## src/rtl/simon_game_fsm.sv

```systemverilog
// Simon memory game controller: button sync/debounce, LFSR-generated colour sequence, playback and check.
// Define SIMON_TIMEOUT_EN to end the game when the player stays idle in WAIT_IN for TIMEOUT_CYCLES.
module simon_game_fsm #(
  parameter int MAX_LEN         = 32,
  parameter int ON_CYCLES       = 25000000,
  parameter int OFF_CYCLES      = 12500000,
  parameter int DEBOUNCE_CYCLES = 500000,
  parameter int TIMEOUT_CYCLES  = 150000000
) (
  input  logic       clk,
  input  logic       rst,
  input  logic       start,
  input  logic [3:0] btn,
  output logic [3:0] led,
  output logic       simonTurn,
  output logic       gameOver,
  output logic [5:0] level
);

  typedef enum logic [2:0] {
    IDLE, GAP, SHOW_ON, SHOW_OFF, WAIT_IN, WAIT_REL, OVER
  } state_t;

  localparam int PHASE_MAX = (ON_CYCLES > OFF_CYCLES) ? ON_CYCLES : OFF_CYCLES;
  localparam int PW        = $clog2(PHASE_MAX + 1);
  localparam int DW        = $clog2(DEBOUNCE_CYCLES + 1);

  // x^16+x^14+x^13+x^11, right-shifting Fibonacci form
  function automatic logic [15:0] lfsr_step(input logic [15:0] s);
    return {s[0] ^ s[2] ^ s[3] ^ s[5], s[15:1]};
  endfunction

  state_t          state, state_n;
  logic [5:0]      lvl, lvl_n, idx, idx_n;
  logic [15:0]     free, seed, seed_n, rep, rep_n;
  logic [PW-1:0]   ph, ph_n;
  logic [3:0]      btn_s1, btn_s2, cand, db, db_q;
  logic [DW-1:0]   dcnt;
  logic [3:0]      led_c, exp_oh;
  logic [5:0]      level_c;
  logic            turn_c, over_c, press;

  // Input sync, debounce and free-running LFSR
  always_ff @(posedge clk or posedge rst) begin
    if (rst) begin
      btn_s1 <= '0;
      btn_s2 <= '0;
      cand   <= '0;
      dcnt   <= '0;
      db     <= '0;
      db_q   <= '0;
      free   <= 16'hACE1;
    end else begin
      btn_s1 <= btn;
      btn_s2 <= btn_s1;
      db_q   <= db;
      free   <= lfsr_step(free);
      if (btn_s2 != cand) begin
        cand <= btn_s2;
        dcnt <= DW'(1);
      end else if (dcnt != DW'(DEBOUNCE_CYCLES)) begin
        dcnt <= dcnt + DW'(1);
      end else begin
        db <= cand;
      end
    end
  end

  assign press  = (db_q == 4'b0000) && (db != 4'b0000);
  assign exp_oh = 4'b0001 << rep[1:0];

`ifdef SIMON_TIMEOUT_EN
  localparam int TW = $clog2(TIMEOUT_CYCLES + 1);
  logic [TW-1:0] to_cnt, to_n;

  always_ff @(posedge clk or posedge rst) begin
    if (rst) to_cnt <= '0;
    else     to_cnt <= to_n;
  end
`else
  logic unused_timeout;
  assign unused_timeout = (TIMEOUT_CYCLES > 0);
`endif

  always_ff @(posedge clk or posedge rst) begin
    if (rst) begin
      state <= IDLE;
      lvl   <= '0;
      idx   <= '0;
      seed  <= 16'hACE1;
      rep   <= 16'hACE1;
      ph    <= '0;
    end else begin
      state <= state_n;
      lvl   <= lvl_n;
      idx   <= idx_n;
      seed  <= seed_n;
      rep   <= rep_n;
      ph    <= ph_n;
    end
  end

  always_comb begin
    state_n = state;
    lvl_n   = lvl;
    idx_n   = idx;
    seed_n  = seed;
    rep_n   = rep;
    ph_n    = ph;
    led_c   = '0;
    turn_c  = 1'b1;
    over_c  = 1'b0;
    level_c = lvl;
`ifdef SIMON_TIMEOUT_EN
    to_n    = '0;
`endif
    case (state)
      IDLE: begin
        level_c = '0;
        if (start) begin
          seed_n  = free;
          lvl_n   = 6'd1;
          idx_n   = '0;
          state_n = GAP;
        end
      end
      GAP: begin
        ph_n = ph + PW'(1);
        if (ph == PW'(OFF_CYCLES - 1)) begin
          rep_n   = seed;
          idx_n   = '0;
          state_n = SHOW_ON;
        end
      end
      SHOW_ON: begin
        led_c = exp_oh;
        ph_n  = ph + PW'(1);
        if (ph == PW'(ON_CYCLES - 1)) state_n = SHOW_OFF;
      end
      SHOW_OFF: begin
        ph_n = ph + PW'(1);
        if (ph == PW'(OFF_CYCLES - 1)) begin
          if (idx + 6'd1 == lvl) begin
            rep_n   = seed;
            idx_n   = '0;
            state_n = WAIT_IN;
          end else begin
            rep_n   = lfsr_step(rep);
            idx_n   = idx + 6'd1;
            state_n = SHOW_ON;
          end
        end
      end
      WAIT_IN: begin
        turn_c = 1'b0;
        led_c  = db;
        // A matching one-hot vector is the only accepted press; multi-bit never equals exp_oh
        if (press) state_n = (db == exp_oh) ? WAIT_REL : OVER;
`ifdef SIMON_TIMEOUT_EN
        else if (to_cnt == TW'(TIMEOUT_CYCLES - 1)) state_n = OVER;
        else to_n = to_cnt + TW'(1);
`endif
      end
      WAIT_REL: begin
        turn_c = 1'b0;
        led_c  = db;
        if (db == 4'b0000) begin
          if (idx + 6'd1 == lvl) begin
            idx_n = '0;
            if (lvl == 6'(MAX_LEN)) begin
              state_n = OVER;
            end else begin
              lvl_n   = lvl + 6'd1;
              state_n = GAP;
            end
          end else begin
            idx_n   = idx + 6'd1;
            rep_n   = lfsr_step(rep);
            state_n = WAIT_IN;
          end
        end
      end
      OVER: begin
        turn_c = 1'b0;
        over_c = 1'b1;
        if (start) begin
          seed_n  = free;
          lvl_n   = 6'd1;
          idx_n   = '0;
          state_n = GAP;
        end
      end
      default: state_n = IDLE;
    endcase
    if (state_n != state) ph_n = '0;
  end

  // Outputs follow the current state one clock later
  always_ff @(posedge clk or posedge rst) begin
    if (rst) begin
      led       <= '0;
      simonTurn <= 1'b1;
      gameOver  <= 1'b0;
      level     <= '0;
    end else begin
      led       <= led_c;
      simonTurn <= turn_c;
      gameOver  <= over_c;
      level     <= level_c;
    end
  end

endmodule

```

## config.mk

```make
export PLATFORM = sky130hd
export DESIGN_NAME = simon_game_fsm
export DESIGN_NICKNAME = d
export VERILOG_FILES = /design/src/rtl/simon_game_fsm.sv
export SDC_FILE = /design/constraint.sdc
export NUM_CORES = 1
export LEC_CHECK = 0
export CAP_MARGIN = 20
export CORE_UTILIZATION = 60
export DETAILED_ROUTE_END_ITERATION = 16
export GPL_ROUTABILITY_DRIVEN = 0
export GPL_TIMING_DRIVEN = 0
export MAX_ROUTING_LAYER = met4
export PLACE_DENSITY = 0.88
export RECOVER_POWER = 100
export REMOVE_ABC_BUFFERS = 1
export SETUP_SLACK_MARGIN = 0.4
export SYNTH_ARGS = -nofsm -noshare
export SYNTH_HDL_FRONTEND = slang
export SYNTH_SLANG_ARGS = --single-unit
```

## constraint.sdc

```tcl
create_clock -name clk -period 12.3 [get_ports clk]
set_clock_uncertainty 0.2 [all_clocks]
set_input_delay 2.46 -clock clk [delete_from_list [all_inputs] [get_ports clk]]
set_output_delay 2.46 -clock clk [all_outputs]
set_load 0.01 [all_outputs]
```

==> results of run 1 <==
-- final cells by class --
type	count	area, um2
flip-flops and latches	139	3510
repair buffers	26	288
multi-input cells	427	3060
clock buffers	19	443
clock inverters	13	193
fillers	712	3270
inverters	13	50.0
well taps	140	175
-- placed cells by master (no fill, tap or decap), types with 18 or more instances in the layout --
| master | n |
|---|---|
| dfrtp_1 | 114 |
| dfstp_2 | 22 |
| dlygate4sd3_1 | 18 |
| nand2_1 | 29 |
| nand3_1 | 21 |
| nand4_1 | 19 |
| nor2_1 | 49 |
| xnor2_1 | 36 |
| xor2_1 | 27 |
-- per-stage QoR --
stage                     area (um2)  power [mW]  worst slack, ns  std cells
after floorplan                 6680       0.479             5.96        579
after global placement          7040       0.484             4.38        737
after detailed placement        7130       0.486             7.29        743
after CTS                       7770        1.03             7.74        775
after global routing            7710        1.05             6.39        777
final                           7710        1.02             6.63        777
-- routing by layer --
| metal | vias up | routed length [um] |
|---|---|---|
| met4 | 0 | 319 |
| met2 | 205 | 7430 |
| met5 | - | 0 |
| met3 | 38 | 868 |
| li1 | 2340 | - |
| met1 | 2624 | 6350 |
-- cell families after synthesis --
kind of cell / Yosys count / synth area share
and+or+nand+nor: 199 / 0.157
adders and majority gates: 6 / 0.0109
AOI/OAI and AO/OA: 138 / 0.172
DFF: 139 / 0.511
muxes: 21 / 0.0342
xor gates and xnor gates: 63 / 0.0803
buffers and inverters: 57 / 0.0350
-- sequential cells by signal (all words and copies together), names as in the netlist, 6 cells and up --
| signal | flops |
|---|---|
| free | 16 |
| seed | 16 |
| dcnt | 19 |
| idx | 6 |
| lvl | 6 |
| rep | 16 |
| level | 6 |
| ph | 25 |
-- power by group --
group	total [mW]	switching [mW]	internal, mW	leakage (nW)
logic	0.0149	0.0109	0.00398	1.09
clock network	0.545	0.199	0.345	0.292
registers	0.462	0.00148	0.460	1.74
total	1.02	0.212	0.810	3.12
-- how the worst max path moves through the flow --
| stage | from | to | slack (ns) |
|---|---|---|---|
| 2_1_floorplan | rst | btn_s1[0] | 5.96 |
| 3_3_place_gp | rst | dcnt[15] | 4.38 |
| 6_report | start | ph[24] | 6.63 |
| 4_1_cts | start | idx[2] | 7.74 |
| 5_1_grt | start | ph[24] | 6.39 |
| 3_5_place_dp | start | idx[5] | 7.29 |
==> flow_summary.yaml, run 1 <==
status:
  outcome: "complete, but fails checks"
  failed_checks: "max-capacitance violations, max-slew violations"
grt:
  track_usage: 0.287
  grtUsageMet1: 0.363
  met3_usage: 0.0789
  top_usage_layer: "met2"
  grt_first_pass_wirelength_um: 25300
  antenna_found_initial: 0
  grt_pass1_vias: 5135
  grt_overflow: 0
  met2_usage: 0.440
  grt_max_degree: 76
clocking:
  cts_inserted_buffers: 17
  cts.repair.resized: 0
  path_clk_slew_ns: 0.06
  post-cts-setup-buffer-count: 0
  clk_path_buf_depth: 2
  h-tree-depth: 4
  tritoncts: "done"
  hold_buffers: 0
  clk_latency_ns: 0.43
  root_buffer: "clkbuf_16"
  numClockSinks: 139
sta:
  finalSetupTns_ns: 0
  fmax_mhz: 176
  slew_viol_final: 100
  fin_crit_sh: 0.461
  slew_headroom: -0.898
  fin_worst_hold_slack_ns: 0.147
  tightestPinTransition_ns: 2.83
  rsz0062_at_grt: "no"
  hold_viol: 0
  fin_crit_ns: 5.67
  setup_viol: 0
logic_synthesis:
  synth-main-ff-cell: "dfrtp_1"
  synth_most_common_cell: "dfrtp_1"
  syn_inst: 623
  yosys_warnings: 0
  synth_common_cells: "dfrtp_1, nor2_1, xnor2_1, clkbuf_1, nand2_1"
  synth_top_cell_area_share: 0.415
  synth-seq-cells: 139
  async_reset_ff_frac: 1.00
  syn_area_um2: 6870
  ys_types: 64
  yosysSeqAreaShare: 0.511
  synth_area_leader_cell: "dfrtp_1"
  synth.avg_cell_area_um2: 11.0
  synthTopCellsByArea: "dfrtp_1, dfstp_2, xnor2_1"
  synth_edf_count: 0
drt:
  firstDrtPassIters: 6
  vias_per_cell: 6.70
  wl_um: 15000
  routedWlPerCell_um: 19.3
  drt_iter0_markers: 548
  drt_drc_violations_left: 0
  ant_nets: 0
  vias: 5207
floorplan:
  core_um2: 11000
  dieArea_um2: 11900
  die_h_um: 109
  start_util: 0.626
  io_pins: 19
  die_w_um: 109
  rows: 38
cells_and_area:
  fin_nets: 637
  syn_to_final_growth_pct: 12.2
  diodes: 0
  drive_gt1_frac: 0.141
  fin_util: 0.702
critical_path:
  critPathArrivalTime_ns: 5.74
  cp_cell_sequence: "dlygate4sd3_1, nand2_1, o31ai_1, o21ai_0, clkbuf_1, a211oi_1"
  required_ns: 12.37
  cp-end-kind: "flop"
  path_class: "in -> reg"
  crit_path_max_incr_delay_ns: 1.63
  critPathMaxFanout: 14
  r2r_start: "state[0]"
  rr_endpoint: "ph[24]"
  ff2ff_path_depth: 7
  cp.depth: 6
  critPathTopFamily: "compound AO/OA/AOI/OAI gates"
  critPathBufInv: 2
  r2r_setup_slack_ns: 7.00
  startpoint_type: "input port"
  slowest_stage: "o21ai_0"
placement:
  portBuffers: 18
  place_hpwl_um: 9100
power:
  cellLeakagePower_nw: 3.12
  peakVddDrop_mv: 0.137
  power.density_nw_per_um2: 132
min_path:
  hp-class: "reg -> reg"
  min_to: "btn_s2[2]"
  worstHoldStart: "btn_s1[2]"
  hold_depth: 0
job:
  cap_violations: 3
No activity file was read; power rests on OpenSTA's default activity.
==> run 2: changes to the inputs <==
==> constraint.sdc (replaced) <==
create_clock -name clk -period 5.58 [get_ports clk]
set_clock_uncertainty 0.2 [all_clocks]
set_input_delay 1.116 -clock clk [delete_from_list [all_inputs] [get_ports clk]]
set_output_delay 1.116 -clock clk [all_outputs]
set_load 0.01 [all_outputs]
==> run 2 against run 1 <==
  * Worst setup slack worse by 5.6 ns
  * Cell count is the same
  * Total power increased by 120%
  * Wire length fell by 0.34%
  * Largest cell class unchanged
  * The flow still finishes with violations (max-capacitance violations, max-slew violations)
==> flow_summary.yaml, run 2 (synthesis results as in run 1) <==
status:
  outcome: "complete, but fails checks"
  failed_checks: "max-capacitance violations, max-slew violations"
sta:
  slew_viol_final: 87
  fin_crit_sh: 0.806
  hold_viol: 0
  tightestPinTransition_ns: 2.82
  rsz0062_at_grt: "no"
  setup_ws_ns: 1.08
  fmax_mhz: 222
  setup_viol: 0
  fin_crit_ns: 4.50
  fin_worst_hold_slack_ns: 0.147
  slew_headroom: -0.892
clocking:
  path_clk_slew_ns: 0.06
  clk_path_buf_depth: 2
  cts.repair.resized: 0
  cts_inserted_buffers: 17
  root_buffer: "clkbuf_16"
  numClockSinks: 139
  post-cts-setup-buffer-count: 0
  h-tree-depth: 4
  tritoncts: "done"
  clk_latency_ns: 0.43
  hold_buffers: 0
floorplan:
  rows: 38
  dieArea_um2: 11900
  die_w_um: 109
  die_h_um: 109
  core_um2: 11000
  io_pins: 19
  start_util: 0.626
cells_and_area:
  final_cell_mix: "dfrtp_1, nor2_1, xnor2_1, nand2_1, xor2_1"
  largest_register_ffs: 25
  n_fill_cell: 719
  mostFrequentLayoutCell: "dfrtp_1"
  diodes: 0
  fin_nets: 637
  top_register: "ph"
  stdcell_count: 777
  drive_gt1_frac: 0.130
  reg.largest.list: "ph: 25 flops, dcnt: 19 flops"
  stdcell_area_um2: 7680
  syn_to_final_growth_pct: 11.8
critical_path:
  critPathMaxFanout: 33
  cp-end-kind: "flop"
  startpoint_type: "flop"
  critPathArrivalTime_ns: 4.65
  path_class: "reg -> reg"
  required_ns: 5.73
power:
  cellLeakagePower_nw: 3.12
  power.density_nw_per_um2: 293
  peakVddDrop_mv: 0.302
  fin_total_pwr_mw: 2.25
drt:
  vias_per_cell: 6.67
  firstDrtPassIters: 5
  routedWlPerCell_um: 19.2
  wl_um: 14900
  ant_nets: 0
  drt_drc_violations_left: 0
  vias: 5180
  drt_iter0_markers: 577
grt:
  grt_first_pass_wirelength_um: 25300
  grt_max_degree: 76
  antenna_found_initial: 0
  grt_pass1_vias: 5135
  grt_overflow: 0
  track_usage: 0.287
placement:
  dp_slack_ns: 1.23
  place_hpwl_um: 9100
  portBuffers: 18
  placed_cells: 743
  place_area_um2: 7130
min_path:
  hp-class: "reg -> reg"
job:
  cap_violations: 2
==> run 2: worst paths after layout <==
kind,startpoint,end,slack [ns],cells after the start
setup / recovery,state[0],rep[15],1.08,6
setup reg to reg,state[0],rep[15],1.08,6
hold / removal,btn_s1[2],btn_s2[2],0.15,0
hold reg to reg,btn_s1[2],btn_s2[2],0.15,0
min in group asynchronous,rst,ph[10],1.74,2
max in group asynchronous,rst,free[12],2.16,2
==> run 2: worst max-delay path, cell delays in order, from the launching register on <==
cell and delay (ns):
dfrtp_1 1.10, nand2_1 0.75, nor3_1 0.62, o21ai_0 0.59
clkbuf_1 0.52, a221o_1 0.46, o21ai_0 0.16
==> run 2: power breakdown <==
part           total, mW  internal (mW)  switching (mW)
Combinational     0.0330        0.00892          0.0241
Clock               1.20          0.761           0.439
Sequential          1.02           1.01         0.00326
Total               2.25           1.78           0.467
==> run 2: layout make-up <==
type / count / area, um2 / share of cell area
clock inverter: 13 / 193 / 0.0251
clock buffer: 19 / 443 / 0.0577
sequential: 139 / 3510 / 0.457
tap: 140 / 175 / 0.0228
inverter: 13 / 50.0 / 0.00651
timing repair buffer: 26 / 299 / 0.0389
multi-input combinational: 427 / 3010 / 0.392
==> run 2: metrics by stage <==
| step | util | setup TNS, ns |
|---|---|---|
| floorplan | - | 0 |
| global placement | 0.641 | -112.74 |
| detailed placement | 0.649 | 0 |
| CTS | 0.707 | 0 |
| global route | 0.699 | 0 |
| finish | 0.699 | 0 |
==> run 2: per-layer routing <==
metal  share of wire  vias to the layer above  global-route usage
met4           0.020                        0               0.112
met1            0.43                     2613               0.363
met3           0.055                       31              0.0789
li1                -                     2340                   -
met2            0.50                      196               0.440
met5               0                        -                   -
==> run 3: changes to the inputs <==
--- a/config.mk
+++ b/config.mk
@@ -6,12 +6,12 @@
 export NUM_CORES = 1
 export LEC_CHECK = 0
 export CAP_MARGIN = 20
-export CORE_UTILIZATION = 60
+export CORE_UTILIZATION = 56
 export DETAILED_ROUTE_END_ITERATION = 16
 export GPL_ROUTABILITY_DRIVEN = 0
 export GPL_TIMING_DRIVEN = 0
 export MAX_ROUTING_LAYER = met4
-export PLACE_DENSITY = 0.88
+export PLACE_DENSITY = 0.86
 export RECOVER_POWER = 100
 export REMOVE_ABC_BUFFERS = 1
 export SETUP_SLACK_MARGIN = 0.4
==> constraint.sdc (replaced) <==
create_clock -name clk -period 3.8 [get_ports clk]
set_clock_uncertainty 0.2 [all_clocks]
set_input_delay 0.76 -clock clk [delete_from_list [all_inputs] [get_ports clk]]
set_output_delay 0.76 -clock clk [all_outputs]
set_load 0.01 [all_outputs]
==> run 3 against run 2 <==
  * The run still ends with max-capacitance violations, max-slew violations left
  * Cell count up 1.0%
  * Global-route usage down 3.5 points
  * Design area rose by 1.2%
  * Non-clock buffer count rose by 1
  * Combinational power grew 49%
  * Sequential share of layout area shrank 0.48 points
  * Flip-flop and latch count is the same
  * Fmax up 35%
  * First-iteration DRC count shrank 8.1%
  * Total power up 52%
  * Register-to-register slack lost 0.61 ns
  * Critical endpoint is now rep[8]
==> flow_summary.yaml, run 3 (synthesis results as in run 1) <==
sta:
  fmax_mhz: 300
  fin_crit_sh: 0.877
  hold_viol: 0
  tightestPinTransition_ns: 1.77
  fin_worst_hold_slack_ns: 0.151
  slew_headroom: -0.190
  slew_viol_final: 40
  setup_viol: 0
  fin_crit_ns: 3.33
  rsz0062_at_grt: "no"
floorplan:
  die_w_um: 113
  dieArea_um2: 12700
  io_pins: 19
  rows: 40
  start_util: 0.572
  core_um2: 12000
  die_h_um: 113
grt:
  grt_pass1_vias: 5069
  track_usage: 0.253
  grt_first_pass_wirelength_um: 24700
  antenna_found_initial: 0
  grt_max_degree: 101
  grt_overflow: 0
power:
  power.density_nw_per_um2: 440
  peakVddDrop_mv: 0.363
  cellLeakagePower_nw: 3.16
  fin_total_pwr_mw: 3.42
  pwr-share-comb: 0.014
  switchingPower_uw: 651
  switching_share: 0.191
  p_seq_frac: 0.437
  pwr-share-clk: 0.548
  p_int_mw: 2.77
cells_and_area:
  largest_register_ffs: 25
  fin_nets: 638
  stdcell_area_um2: 7770
  stdcell_count: 785
  diodes: 0
  syn_to_final_growth_pct: 13.1
  reg.largest.list: "ph: 25 flops, dcnt: 19 flops"
  drive_gt1_frac: 0.143
  top_register: "ph"
  mostFrequentLayoutCell: "dfrtp_1"
  fin_util: 0.647
  final_cell_mix: "dfrtp_1, nor2_1, xnor2_1, nand2_1, xor2_1"
min_path:
  worstHoldStart: "btn_s1[1]"
  min_to: "btn_s2[1]"
  hp-class: "reg -> reg"
  hold_depth: 0
critical_path:
  critPathMaxFanout: 11
  cp-end-kind: "flop"
  critPathArrivalTime_ns: 3.44
  required_ns: 3.90
  ff2ff_path_depth: 7
  r2r_setup_slack_ns: 0.47
  path_class: "reg -> reg"
  rr_endpoint: "rep[8]"
  r2r_start: "idx[2]"
  startpoint_type: "flop"
clocking:
  numClockSinks: 139
  hold_buffers: 0
  clk_path_buf_depth: 2
  h-tree-depth: 4
  root_buffer: "clkbuf_16"
  cts_inserted_buffers: 17
  path_clk_slew_ns: 0.06
  tritoncts: "done"
  clk_latency_ns: 0.42
drt:
  firstDrtPassIters: 5
  vias_per_cell: 6.61
  wl_um: 14800
  drt_iter0_markers: 530
  vias: 5192
  routedWlPerCell_um: 18.8
  ant_nets: 0
  drt_drc_violations_left: 0
placement:
  portBuffers: 18
  place_area_um2: 7140
  placed_cells: 750
  place_hpwl_um: 8950
status:
  outcome: "complete, but fails checks"
  failed_checks: "max-capacitance violations, max-slew violations"
job:
  cap_violations: 1
==> run 3: cell count changes in the layout (fill, tap and decap cells not counted), moves of 2 or more <==
cell and change:
dfrtp_1 -2, bufinv_16 +2, clkinv_4 -3, o21ai_0 -2, o21ai_1 +2, clkinv_2 +2
clkinvlp_4 -3
==> run 3: what timing repair did <==
item / CTS / global route
setup buffers: 0 / 2
pin swaps: 0 / 1
endpoints found under the setup margin: 44 / 36
cloned: 0 / 0
resized for setup: 6 / 3
==> run 3: worst max-delay path by stage <==
stage | from | endpoint | cells after the start
2_1_floorplan | rst | btn_s1[0] | 1
3_3_place_gp | rst | ph[11] | 2
3_5_place_dp | state[0] | ph[21] | 6
4_1_cts | state[1] | ph[21] | 6
5_1_grt | idx[0] | rep[0] | 7
6_report | idx[2] | rep[8] | 7
==> run 3: power groups by stage <==
stage          clock network (mW)  logic [mW]  registers, mW
2_1_floorplan                   0      0.0311           1.52
3_3_place_gp                    0      0.0452           1.52
3_5_place_dp                    0      0.0526           1.52
4_1_cts                      1.89      0.0528           1.49
5_1_grt                      1.96      0.0577           1.49
6_report                     1.88      0.0492           1.49
==> run 3: layer usage <==
layer | GRT usage | vias up | part of all wire | wire, um
met1 | 0.320 | 2650 | 0.43 | 6300
li1 | - | 2332 | - | -
met5 | - | - | 0 | 0
met3 | 0.0637 | 21 | 0.054 | 792
met2 | 0.398 | 189 | 0.51 | 7490
met4 | 0.0871 | 0 | 0.013 | 189
==> run 3: area by class of cell <==
type | count | area [um2]
Timing Repair Buffer | 27 | 307
Tap cell | 147 | 184
Inverter | 13 | 50.0
Clock inverter | 11 | 214
Fill cell | 902 | 4240
Multi-Input combinational cell | 427 | 3050
Sequential cell | 139 | 3510
Clock buffer | 21 | 460
==> run 3: critical path, cell delays in order, from the launching register on <==
cell and delay, ns:
dfrtp_1 0.42, nand3_1 0.22, nor2_2 0.26, xor2_1 0.81, o211ai_1 0.48, clkbuf_1 0.36
o32a_1 0.24, a32o_1 0.21
==> run 3: per-stage QoR <==
stage / TNS, ns / worst slack (ns)
finish: 0 / 0.469
global placement: -311.89 / -2.40
detailed placement: -11.25 / -0.509
global route: 0 / 0.224
floorplan: -96.12 / -0.843
CTS: 0 / 0.417
